[src/rtl/wb_uart_lite.sv]
// Wishbone-slave UART with TX/RX FIFOs, runtime baud divisor and sticky W1C error flags.
// Optional parity support is compiled in when UART_PARITY_EN is defined.
module wb_uart_lite #(
   parameter int unsigned DATA_BITS    = 8,
   parameter int unsigned CLKS_PER_BIT = 434,
   parameter int unsigned FIFO_DEPTH   = 16
) (
   input  logic        wb_clk_i,
   input  logic        wb_rst_i,
   input  logic [3:0]  wb_adr_i,
   input  logic [31:0] wb_dat_i,
   output logic [31:0] wb_dat_o,
   input  logic [3:0]  wb_sel_i,
   input  logic        wb_cyc_i,
   input  logic        wb_stb_i,
   input  logic        wb_we_i,
   output logic        wb_ack_o,
   output logic        int_o,
   output logic        stx_pad_o,
   input  logic        srx_pad_i
);

   localparam int unsigned AW = $clog2(FIFO_DEPTH);
   localparam logic [3:0] LAST_BIT = 4'(DATA_BITS - 1);

   typedef enum logic [2:0] {
      T_IDLE,
      T_START,
      T_DATA,
`ifdef UART_PARITY_EN
      T_PAR,
`endif
      T_STOP
   } tx_state_t;

   typedef enum logic [2:0] {
      R_IDLE,
      R_START,
      R_DATA,
`ifdef UART_PARITY_EN
      R_PAR,
`endif
      R_STOP,
      R_WAIT
   } rx_state_t;

   logic [1:0]  reg_sel;
   logic        acc, wr, rd, w1c;
   logic [31:0] rdata;
   logic        rx_irq_en, tx_irq_en, parity_odd;
   logic [15:0] divisor;
   logic        overrun, frame_err, parity_err;
   logic        set_ovr, set_fe, set_pe;
   logic        unused_bits;

   logic [AW:0]          txw, txr, rxw, rxr;
   logic [DATA_BITS-1:0] tx_mem [FIFO_DEPTH];
   logic [DATA_BITS-1:0] rx_mem [FIFO_DEPTH];
   logic                 tx_empty, tx_full, rx_empty, rx_full;
   logic                 tx_push, tx_pop, rx_push, rx_pop;

   tx_state_t            tx_state, tx_next;
   logic [15:0]          tx_cnt, tx_cnt_n, tx_div, tx_div_n;
   logic [3:0]           tx_bit, tx_bit_n;
   logic [DATA_BITS-1:0] tx_sh, tx_sh_n;
   logic                 tx_load, tx_busy, tx_end;

   rx_state_t            rx_state, rx_next;
   logic                 rx_meta, rx_s, rx_prev;
   logic [15:0]          rx_cnt, rx_cnt_n, rx_div, rx_div_n;
   logic [3:0]           rx_bit, rx_bit_n;
   logic [DATA_BITS-1:0] rx_sh, rx_sh_n;
   logic                 rx_end;

   assign unused_bits = ^{wb_adr_i[1:0], wb_sel_i[3:1], wb_dat_i[31:16]};

   // Side effects only on the ack cycle, so a held strobe yields one access per ack.
   assign reg_sel = wb_adr_i[3:2];
   assign acc     = wb_cyc_i & wb_stb_i & wb_ack_o;
   assign wr      = acc & wb_we_i & wb_sel_i[0];
   assign rd      = acc & ~wb_we_i;
   assign w1c     = wr && (reg_sel == 2'd1);

   assign tx_empty = (txw == txr);
   assign tx_full  = (txw[AW] != txr[AW]) && (txw[AW-1:0] == txr[AW-1:0]);
   assign rx_empty = (rxw == rxr);
   assign rx_full  = (rxw[AW] != rxr[AW]) && (rxw[AW-1:0] == rxr[AW-1:0]);
   assign tx_push  = wr && (reg_sel == 2'd0) && (!tx_full || tx_pop);
   assign rx_pop   = rd && (reg_sel == 2'd0) && !rx_empty;
   assign tx_busy  = (tx_state != T_IDLE);

   always_ff @(posedge wb_clk_i) begin
      if (tx_push) tx_mem[txw[AW-1:0]] <= wb_dat_i[DATA_BITS-1:0];
      if (rx_push) rx_mem[rxw[AW-1:0]] <= rx_sh;
   end

   always_ff @(posedge wb_clk_i) begin
      if (wb_rst_i) begin
         txw <= '0; txr <= '0; rxw <= '0; rxr <= '0;
      end else begin
         if (tx_push) txw <= txw + 1'b1;
         if (tx_pop)  txr <= txr + 1'b1;
         if (rx_push) rxw <= rxw + 1'b1;
         if (rx_pop)  rxr <= rxr + 1'b1;
      end
   end

   always_ff @(posedge wb_clk_i) begin
      if (wb_rst_i) begin
         wb_ack_o  <= 1'b0;
         int_o     <= 1'b0;
         rx_irq_en <= 1'b0;
         tx_irq_en <= 1'b0;
         divisor   <= 16'(CLKS_PER_BIT);
         overrun   <= 1'b0;
         frame_err <= 1'b0;
      end else begin
         wb_ack_o <= wb_cyc_i & wb_stb_i & ~wb_ack_o;
         int_o    <= (rx_irq_en & ~rx_empty) | (tx_irq_en & tx_empty);
         if (wr && (reg_sel == 2'd2)) begin
            rx_irq_en <= wb_dat_i[0];
            tx_irq_en <= wb_dat_i[1];
         end
         if (wr && (reg_sel == 2'd3))
            divisor <= (wb_dat_i[15:0] < 16'd4) ? 16'd4 : wb_dat_i[15:0];
         if (set_ovr) overrun <= 1'b1;
         else if (w1c && wb_dat_i[4]) overrun <= 1'b0;
         if (set_fe) frame_err <= 1'b1;
         else if (w1c && wb_dat_i[5]) frame_err <= 1'b0;
      end
   end

`ifdef UART_PARITY_EN
   logic tx_par, tx_par_n, rx_perr, rx_perr_n;

   always_ff @(posedge wb_clk_i) begin
      if (wb_rst_i) begin
         parity_odd <= 1'b0;
         parity_err <= 1'b0;
      end else begin
         if (wr && (reg_sel == 2'd2)) parity_odd <= wb_dat_i[2];
         if (set_pe) parity_err <= 1'b1;
         else if (w1c && wb_dat_i[6]) parity_err <= 1'b0;
      end
   end
`else
   assign parity_odd = 1'b0;
   assign parity_err = 1'b0;
`endif

   always_comb begin
      rdata = '0;
      case (reg_sel)
         2'd0: if (!rx_empty) rdata[DATA_BITS-1:0] = rx_mem[rxr[AW-1:0]];
         2'd1: rdata[7:0] = {tx_busy, parity_err, frame_err, overrun,
                             tx_full, tx_empty, rx_full, rx_empty};
         2'd2: rdata[2:0] = {parity_odd, tx_irq_en, rx_irq_en};
         default: rdata[15:0] = divisor;
      endcase
   end

   assign wb_dat_o = wb_ack_o ? rdata : '0;

   always_ff @(posedge wb_clk_i) begin
      if (wb_rst_i) begin
         tx_state <= T_IDLE;
         tx_cnt   <= '0;
         tx_div   <= 16'(CLKS_PER_BIT);
         tx_bit   <= '0;
         tx_sh    <= '0;
`ifdef UART_PARITY_EN
         tx_par   <= 1'b0;
`endif
      end else begin
         tx_state <= tx_next;
         tx_cnt   <= tx_cnt_n;
         tx_div   <= tx_div_n;
         tx_bit   <= tx_bit_n;
         tx_sh    <= tx_sh_n;
`ifdef UART_PARITY_EN
         tx_par   <= tx_par_n;
`endif
      end
   end

   assign tx_end = (tx_cnt == tx_div - 16'd1);

   always_comb begin
      tx_next  = tx_state;
      tx_cnt_n = tx_cnt + 16'd1;
      tx_div_n = tx_div;
      tx_bit_n = tx_bit;
      tx_sh_n  = tx_sh;
      tx_pop   = 1'b0;
      tx_load  = 1'b0;
`ifdef UART_PARITY_EN
      tx_par_n = tx_par;
`endif
      case (tx_state)
         T_IDLE: begin
            tx_cnt_n = '0;
            tx_load  = !tx_empty;
         end
         T_START: if (tx_end) begin
            tx_cnt_n = '0;
            tx_bit_n = '0;
            tx_next  = T_DATA;
         end
         T_DATA: if (tx_end) begin
            tx_cnt_n = '0;
            tx_sh_n  = tx_sh >> 1;
            tx_bit_n = tx_bit + 4'd1;
`ifdef UART_PARITY_EN
            if (tx_bit == LAST_BIT) tx_next = T_PAR;
`else
            if (tx_bit == LAST_BIT) tx_next = T_STOP;
`endif
         end
`ifdef UART_PARITY_EN
         T_PAR: if (tx_end) begin
            tx_cnt_n = '0;
            tx_next  = T_STOP;
         end
`endif
         T_STOP: if (tx_end) begin
            tx_cnt_n = '0;
            tx_next  = T_IDLE;
            tx_load  = !tx_empty;
         end
         default: tx_next = T_IDLE;
      endcase
      // Frame start is shared by IDLE and end-of-STOP so frames can run back to back.
      if (tx_load) begin
         tx_pop   = 1'b1;
         tx_sh_n  = tx_mem[txr[AW-1:0]];
         tx_div_n = divisor;
         tx_cnt_n = '0;
         tx_next  = T_START;
`ifdef UART_PARITY_EN
         tx_par_n = (^tx_mem[txr[AW-1:0]]) ^ parity_odd;
`endif
      end
   end

   always_comb begin
      stx_pad_o = 1'b1;
      case (tx_state)
         T_START: stx_pad_o = 1'b0;
         T_DATA:  stx_pad_o = tx_sh[0];
`ifdef UART_PARITY_EN
         T_PAR:   stx_pad_o = tx_par;
`endif
         default: stx_pad_o = 1'b1;
      endcase
   end

   always_ff @(posedge wb_clk_i) begin
      if (wb_rst_i) begin
         rx_meta  <= 1'b1;
         rx_s     <= 1'b1;
         rx_prev  <= 1'b1;
         rx_state <= R_IDLE;
         rx_cnt   <= '0;
         rx_div   <= 16'(CLKS_PER_BIT);
         rx_bit   <= '0;
         rx_sh    <= '0;
`ifdef UART_PARITY_EN
         rx_perr  <= 1'b0;
`endif
      end else begin
         rx_meta  <= srx_pad_i;
         rx_s     <= rx_meta;
         rx_prev  <= rx_s;
         rx_state <= rx_next;
         rx_cnt   <= rx_cnt_n;
         rx_div   <= rx_div_n;
         rx_bit   <= rx_bit_n;
         rx_sh    <= rx_sh_n;
`ifdef UART_PARITY_EN
         rx_perr  <= rx_perr_n;
`endif
      end
   end

   assign rx_end = (rx_cnt == rx_div - 16'd1);

   always_comb begin
      rx_next  = rx_state;
      rx_cnt_n = rx_cnt + 16'd1;
      rx_div_n = rx_div;
      rx_bit_n = rx_bit;
      rx_sh_n  = rx_sh;
      rx_push  = 1'b0;
      set_ovr  = 1'b0;
      set_fe   = 1'b0;
      set_pe   = 1'b0;
`ifdef UART_PARITY_EN
      rx_perr_n = rx_perr;
`endif
      case (rx_state)
         R_IDLE: begin
            rx_cnt_n = '0;
            if (rx_prev && !rx_s) begin
               rx_div_n = divisor;
               rx_next  = R_START;
`ifdef UART_PARITY_EN
               rx_perr_n = 1'b0;
`endif
            end
         end
         R_START: if (rx_cnt == (rx_div >> 1) - 16'd1) begin
            rx_cnt_n = '0;
            rx_bit_n = '0;
            rx_next  = rx_s ? R_IDLE : R_DATA;
         end
         R_DATA: if (rx_end) begin
            rx_cnt_n = '0;
            rx_sh_n  = {rx_s, rx_sh[DATA_BITS-1:1]};
            rx_bit_n = rx_bit + 4'd1;
`ifdef UART_PARITY_EN
            if (rx_bit == LAST_BIT) rx_next = R_PAR;
`else
            if (rx_bit == LAST_BIT) rx_next = R_STOP;
`endif
         end
`ifdef UART_PARITY_EN
         R_PAR: if (rx_end) begin
            rx_cnt_n  = '0;
            rx_perr_n = rx_s ^ (^rx_sh) ^ parity_odd;
            rx_next   = R_STOP;
         end
`endif
         R_STOP: if (rx_end) begin
            rx_cnt_n = '0;
            if (rx_s) begin
               if (rx_full && !rx_pop) set_ovr = 1'b1;
               else rx_push = 1'b1;
`ifdef UART_PARITY_EN
               set_pe = rx_perr;
`endif
               rx_next = R_IDLE;
            end else begin
               set_fe  = 1'b1;
               rx_next = R_WAIT;
            end
         end
         R_WAIT: if (rx_s) rx_next = R_IDLE;
         default: rx_next = R_IDLE;
      endcase
   end

endmodule

[config.mk]
export PLATFORM = sky130hd
export DESIGN_NAME = wb_uart_lite
export DESIGN_NICKNAME = d
export VERILOG_FILES = /design/src/rtl/wb_uart_lite.sv
export SDC_FILE = /design/constraint.sdc
export NUM_CORES = 1
export LEC_CHECK = 0
export ABC_AREA = 1
export BUFFER_PORTS_ARGS = -buffer_cell sky130_fd_sc_hd__buf_4
export CORE_AREA = 2 2 187 189
export DETAILED_ROUTE_END_ITERATION = 8
export DIE_AREA = 0 0 189 191
export PLACE_DENSITY = 0.75
export SLEW_MARGIN = 20
export SYNTH_ARGS = -nofsm -noshare
export SYNTH_HDL_FRONTEND = slang
export SYNTH_SLANG_ARGS = --single-unit
[constraint.sdc]
create_clock -name wb_clk_i -period 3 [get_ports wb_clk_i]
set_input_delay 0.75 -clock wb_clk_i [delete_from_list [all_inputs] [get_ports wb_clk_i]]
set_output_delay 0.75 -clock wb_clk_i [all_outputs]
set_load 0.05 [all_outputs]
# Word level (Yosys, flattened, before mapping)
# Memory sizes are Yosys's and may differ from the RTL's. A register that Yosys moved wholly into a read port is not among the register bits.
# Cells that the tools add are included.
# totals
output_inout_bits	35
ram_bits	256
in_bits	46
regBits	139
latch_bits	0
mem_bits_ro	0
memories	2
# memory_table
name	depth	word_bits	rd	rd_clocked_by_memory_dff	wr	line_no	source
rx_mem	16	8	1	1	1	58	logic [DATA_BITS-1:0] rx_mem [FIFO_DEPTH];
tx_mem	16	8	1	1	1	57	logic [DATA_BITS-1:0] tx_mem [FIFO_DEPTH];
# op_classes
n_mux	62
div	0
bitwise	13
n_eq_ne	36
mul	0
reduce_logical	41
shift	0
n_lt_le_gt_ge	1
n_addsub	11
# ops
cell	n
$mux W16	5
$eq A16 B16 Y1	3
$pmux W16 S3	1
$mux W8	5
$mux W3	11
$add A16 B1 Y16 const B	2
$mux W4	8
$pmux W16 S2	1
$sub A16 B1 Y16 const B	2
$mux W1	22
$ne A2 B2 Y1 const B	11
$add A5 B1 Y5 const B	4
$lt A16 B3 Y1 const B	1
$pmux W4 S2	2
$sub A15 B1 Y16 const B	1
$pmux W3 S5	1
$pmux W5 S3	1
$logic_and A1 B1 Y1	13
$eq A3 B2 Y1 const B	4
$ne A3 B3 Y1 const B	4
$pmux W3 S4	1
$reduce_bool A2 Y1	6
$eq A5 B5 Y1	2
$reduce_and A5 Y1	2
24 further kinds	51

# Depth between registers and ports, before layout
# depth
ltp_word	13
mapped_depth	18
ltp_nobuf	18

# Least setup slack after synthesis
# OpenSTA, ideal clock, no wires.
# synth_timing
kind	register -> output
start	register wb_ack_o
end	output wb_dat_o[11]
arrival_ps	2180
stages_incl_launch_ff	4
setup_slack_ps	70
t_required_ps	2250
n_path_buf	1
cell_sequence	dfxtp_1 > inv_1 > clkbuf_1 > nor3_1
# synth_between
elab_chain_cells	1
# synth_rtl
element	line_no	source
start: declaration	17	output logic wb_ack_o,
start signal: assignment	118	wb_ack_o <= wb_cyc_i & wb_stb_i & ~wb_ack_o;
$mux W16	162	assign wb_dat_o = wb_ack_o ? rdata : '0;
end: declaration	12	output logic [31:0] wb_dat_o,
# Every way passes these cells.

==> summary.md <==
The shortest clock period the worst path allows after layout came out at 3.24 ns. Counting cells, the worst reg-to-reg path comes to 17. The slowest stage of the critical path belongs to the cell sky130_fd_sc_hd__dfxtp_4. In the synthesized netlist the async set-or-reset flop fraction comes to 0%.

The tools report the weighted congestion at the end of routability-driven global placement as 0.939. The floorplan step defined a die boundary enclosing 36,100 um^2. Summing over every cut layer, the via total after detailed routing is 14,814. On the worst path, the slowest cell contributes a delay of 0.47 ns. For this design the top-level I/O count stands at 81. The height of the die was 191 um. The count of final hold-check violations is 0, and the signal arrival time at the worst endpoint is 2.49 ns. Among all flip-flop cells after synthesis, the most frequent one is sky130_fd_sc_hd__edfxtp_1. The checks that failed: negative setup slack.

Compared with the post-synthesis result, the final layout area differs by 16.3%. The reg-to-reg setup timing slack is 0.20 ns, and the iteration count of the initial detailed-routing pass is 6. Yosys mapped the design onto 55 distinct sky130hd cell types.

The logs give 0 for the remaining number of nets flagged by the antenna check after routing and 0 for the number of antenna diodes. After detailed routing, the total wire length is 47,100 um. The transition at the pin with the smallest max-transition slack was 0.923 ns. The endpoint of the worst register-to-register path was tx_mem[1][6].

Yosys printed 0 warnings. The largest net degree at the start of global routing was 72; the cell area after technology mapping was 18,800 um^2. The tools report the sort of element at the end of the critical path as a primary output. Clock-pin slew was measured on the worst setup and hold paths at 0.06 ns.

The tools report the endpoint of the worst hold path as rx_meta. The final-layout setup total negative slack is -1.57 ns, and the final-stage net count is 2,195. The post-synthesis sequential area ratio was 56.4%. The chip width is 189 um. No sink is reached through more buffers than the 3 on the longest clock path. Fill cells in the final layout number 2,627. Number of global-route vias before repair: 13,948. The worst setup slack before clock tree synthesis is 0.114 ns. Start point of the worst hold path: srx_pad_i. The run gives 8 as the setup violation total in the final timing report. Along the worst path, the maximum fanout reaches 6. The multi-input gate area in the final layout is 7420 um^2. Share of layout cells above drive strength 1: 14.3%. The first global-routing pass estimated 73,800 um of wire.

TritonCTS built the clock tree. Clock tree synthesis selected as its root buffer the cell sky130_fd_sc_hd__clkbuf_16. The number of placement rows was 68; the number of buffers added by the clock tree synthesis step was 40. The number of buffers inserted by hold repair at cts is 0, and the number of stages on the worst hold path is 2. Setup repair after global routing could not meet its margin everywhere.

Leaving out fill and tap cells, the most frequent cell in the layout is sky130_fd_sc_hd__nand2_1. For the required time of the critical path, the log shows 2.25 ns. The run finished, with violations left. The leakage power of the design is 0.00818 uW. The worst pin sits at a relative slew slack of 38.4%. Number of register bits inferred by synthesis: 402. The number of design-rule violations left by the first detailed-router iteration was 1,445; the half-perimeter wire length after detailed placement was 30,600 um. Type of the worst setup path: reg2out. Hold timing on the final database bottoms out at a slack of 0.410 ns. Using the TritonRoute via totals, the vias-per-cell ratio works out to 5.67. For this design the ratio of total power to cell area is 684 nW/um^2.

The number of H-tree levels was 2; the number of I/O port buffers was 43. The number of pins with negative max-slew slack in the final report was 0; the maximum VDD drop was 0.551 mV. Leaving out fill and tap cells, the most frequent cells in the layout are 317 x sky130_fd_sc_hd__nand2_1, 298 x sky130_fd_sc_hd__nor2_1, 256 x sky130_fd_sc_hd__edfxtp_1. The startpoint kind of the worst setup timing path is a flop. After detailed routing, the number of remaining DRC violations is 0.

Worst hold path class: in2reg. The number of buffers and inverters on the critical path is 4. The tools report the number of antenna violations at the first check in global routing as 0. Once the floorplan was initialized, standard cells occupied 55.1% of the core. Derived from the worst setup path, the maximum achievable clock frequency is 309 MHz.

The tools report the overflow left after global routing as 0. The global-route total usage across every layer is 25.9%. Traced cell by cell, the critical path runs through clkinv_8, buf_12, o21ai_2, o22ai_1, o21ai_2, o22ai_2, buf_6, a22oi_2, a21oi_2, buf_6. The floorplan step defined a core boundary enclosing 34,100 um^2. Among cell families on the critical path, the largest total delay comes from compound AO/OA/AOI/OAI gates. For the number of maximum-capacitance violations, the log shows 0. The clock net in this run drives a total of 402 sinks. In this run the critical register-to-register path is launched from tx_div[1]. Average wire per standard cell: 18.0 um. The clock arrives with 0.0192 ns of skew.

The storage element area is 10,600 um^2, and the portion of the clock cycle consumed by the worst path in the final layout is 108%. The number of synthesized flops with an enable pin was 256; the average footprint of a synthesized cell was 9.23 um^2. The logs give 2,037 for the gate count after technology mapping and -0.240 ns for the smallest setup slack after layout. For the worst-skew pair, the clock arrives at the later sink with an insertion delay of 0.53 ns.
==> per-layer routing <==
metal  wire [um]  up-vias  GRT usage, %
met5           0        -             0
met4        1620        0          9.74
li1            -     7140             -
met3        3500       98          3.71
met1       19600     6976          34.6
met2       22300      600          43.0
==> cell usage after synthesis (4+ instances only) <==
cell | instances | area [um^2]
sky130_fd_sc_hd__nand2_1 | 323 | 1210
sky130_fd_sc_hd__nor2_1 | 311 | 1170
sky130_fd_sc_hd__edfxtp_1 | 256 | 7690
sky130_fd_sc_hd__o21ai_0 | 192 | 961
sky130_fd_sc_hd__inv_1 | 158 | 593
sky130_fd_sc_hd__dfxtp_1 | 146 | 2920
sky130_fd_sc_hd__nand3_1 | 95 | 475
sky130_fd_sc_hd__a21oi_1 | 91 | 455
sky130_fd_sc_hd__clkbuf_1 | 67 | 251
sky130_fd_sc_hd__xor2_1 | 65 | 569
sky130_fd_sc_hd__nand4_1 | 44 | 275
sky130_fd_sc_hd__o22ai_1 | 30 | 188
sky130_fd_sc_hd__o221ai_1 | 27 | 236
sky130_fd_sc_hd__xnor2_1 | 25 | 219
sky130_fd_sc_hd__nor3_1 | 24 | 120
sky130_fd_sc_hd__ha_1 | 22 | 275
sky130_fd_sc_hd__buf_4 | 18 | 135
sky130_fd_sc_hd__o211ai_1 | 16 | 120
sky130_fd_sc_hd__nand3b_1 | 11 | 82.6
sky130_fd_sc_hd__buf_2 | 9 | 45.0
sky130_fd_sc_hd__nand2_2 | 9 | 56.3
sky130_fd_sc_hd__or2_2 | 9 | 56.3
sky130_fd_sc_hd__nor2_2 | 8 | 50.1
sky130_fd_sc_hd__a32o_1 | 7 | 70.1
sky130_fd_sc_hd__a31oi_1 | 6 | 37.5
sky130_fd_sc_hd__buf_1 | 6 | 22.5
sky130_fd_sc_hd__nor4_1 | 6 | 37.5
sky130_fd_sc_hd__nor2_4 | 5 | 56.3
sky130_fd_sc_hd__nor3b_1 | 5 | 37.5
sky130_fd_sc_hd__clkinv_1 | 4 | 15.0
sky130_fd_sc_hd__inv_2 | 4 | 15.0
sky130_fd_sc_hd__o21bai_1 | 4 | 30.0
==> sequential cells by signal, summed over array words and instances (netlist names), 2 cells and up, named ones only <==
| register | flops |
|---|---|
| divisor | 16 |
| tx_bit | 4 |
| txr | 5 |
| txw | 5 |
| tx_div | 16 |
| tx_mem | 128 |
| rx_state | 3 |
| tx_sh | 8 |
| rx_sh | 8 |
| rx_bit | 4 |
| rxw | 5 |
| tx_cnt | 16 |
| rx_mem | 128 |
| rxr | 5 |
| tx_state | 2 |
| rx_div | 16 |
| rx_cnt | 16 |
==> kinds of logic after synthesis <==
group,synth area share [%]
buf+inv,5.89
flops,56.4
simple gates,20.1
xor+xnor,4.31
fa+ha+maj,1.46
compound gates,11.8
other cells,0.0199
==> through the flow <==
| stage | power, uW | cells | utilization [%] | instance area (um^2) |
|---|---|---|---|---|
| 2_1_floorplan | 9060 | 2052 | - | 18900 |
| 3_3_place_gp | 9920 | 2521 | 58.4 | 19900 |
| 3_5_place_dp | 10000 | 2521 | 58.4 | 19900 |
| 4_1_cts | 14900 | 2605 | 63.3 | 21600 |
| 5_1_grt | 15700 | 2613 | 64.1 | 21900 |
| 6_report | 15000 | 2613 | 64.1 | 21900 |
==> layout make-up <==
cell class	count	share of cell area, %
clock inverters	21	0.990
repair buffers	135	5.84
well taps	455	2.60
clock buffers	52	5.06
flip-flops and latches	402	48.6
inverters	168	2.98
multi-input cells	1380	33.9
==> power by group <==
part | internal [uW] | leakage [uW] | switching [uW] | total (uW)
Clock | 2880 | 0.000631 | 2080 | 4960
Sequential | 6110 | 0.00337 | 303 | 6410
Combinational | 1200 | 0.00418 | 2390 | 3590
==> repair_timing <==
item                                    4_1_cts  5_1_grt
cloned                                        5        2
pin swaps                                    13       18
setup buffers                                 6        7
endpoints found under the setup margin        8      284
endpoints found under the hold margin         0        0
gates resized for setup                      60       59
==> worst max-delay path by stage <==
stage / from / end / slack [ns] / depth (start not counted)
floorplan: wb_ack_o / wb_dat_o[11] / 0.07 / 3
global placement: flop / wb_dat_o[2] / 0.16 / 10
detailed placement: tx_div[0] / tx_mem[14][4] / 0.11 / 19
CTS: flop / wb_dat_o[3] / -0.18 / 9
global route: flop / wb_dat_o[3] / -0.31 / 10
finish: flop / wb_dat_o[3] / -0.24 / 10
Note: power is estimated with default switching activity, not from simulation.
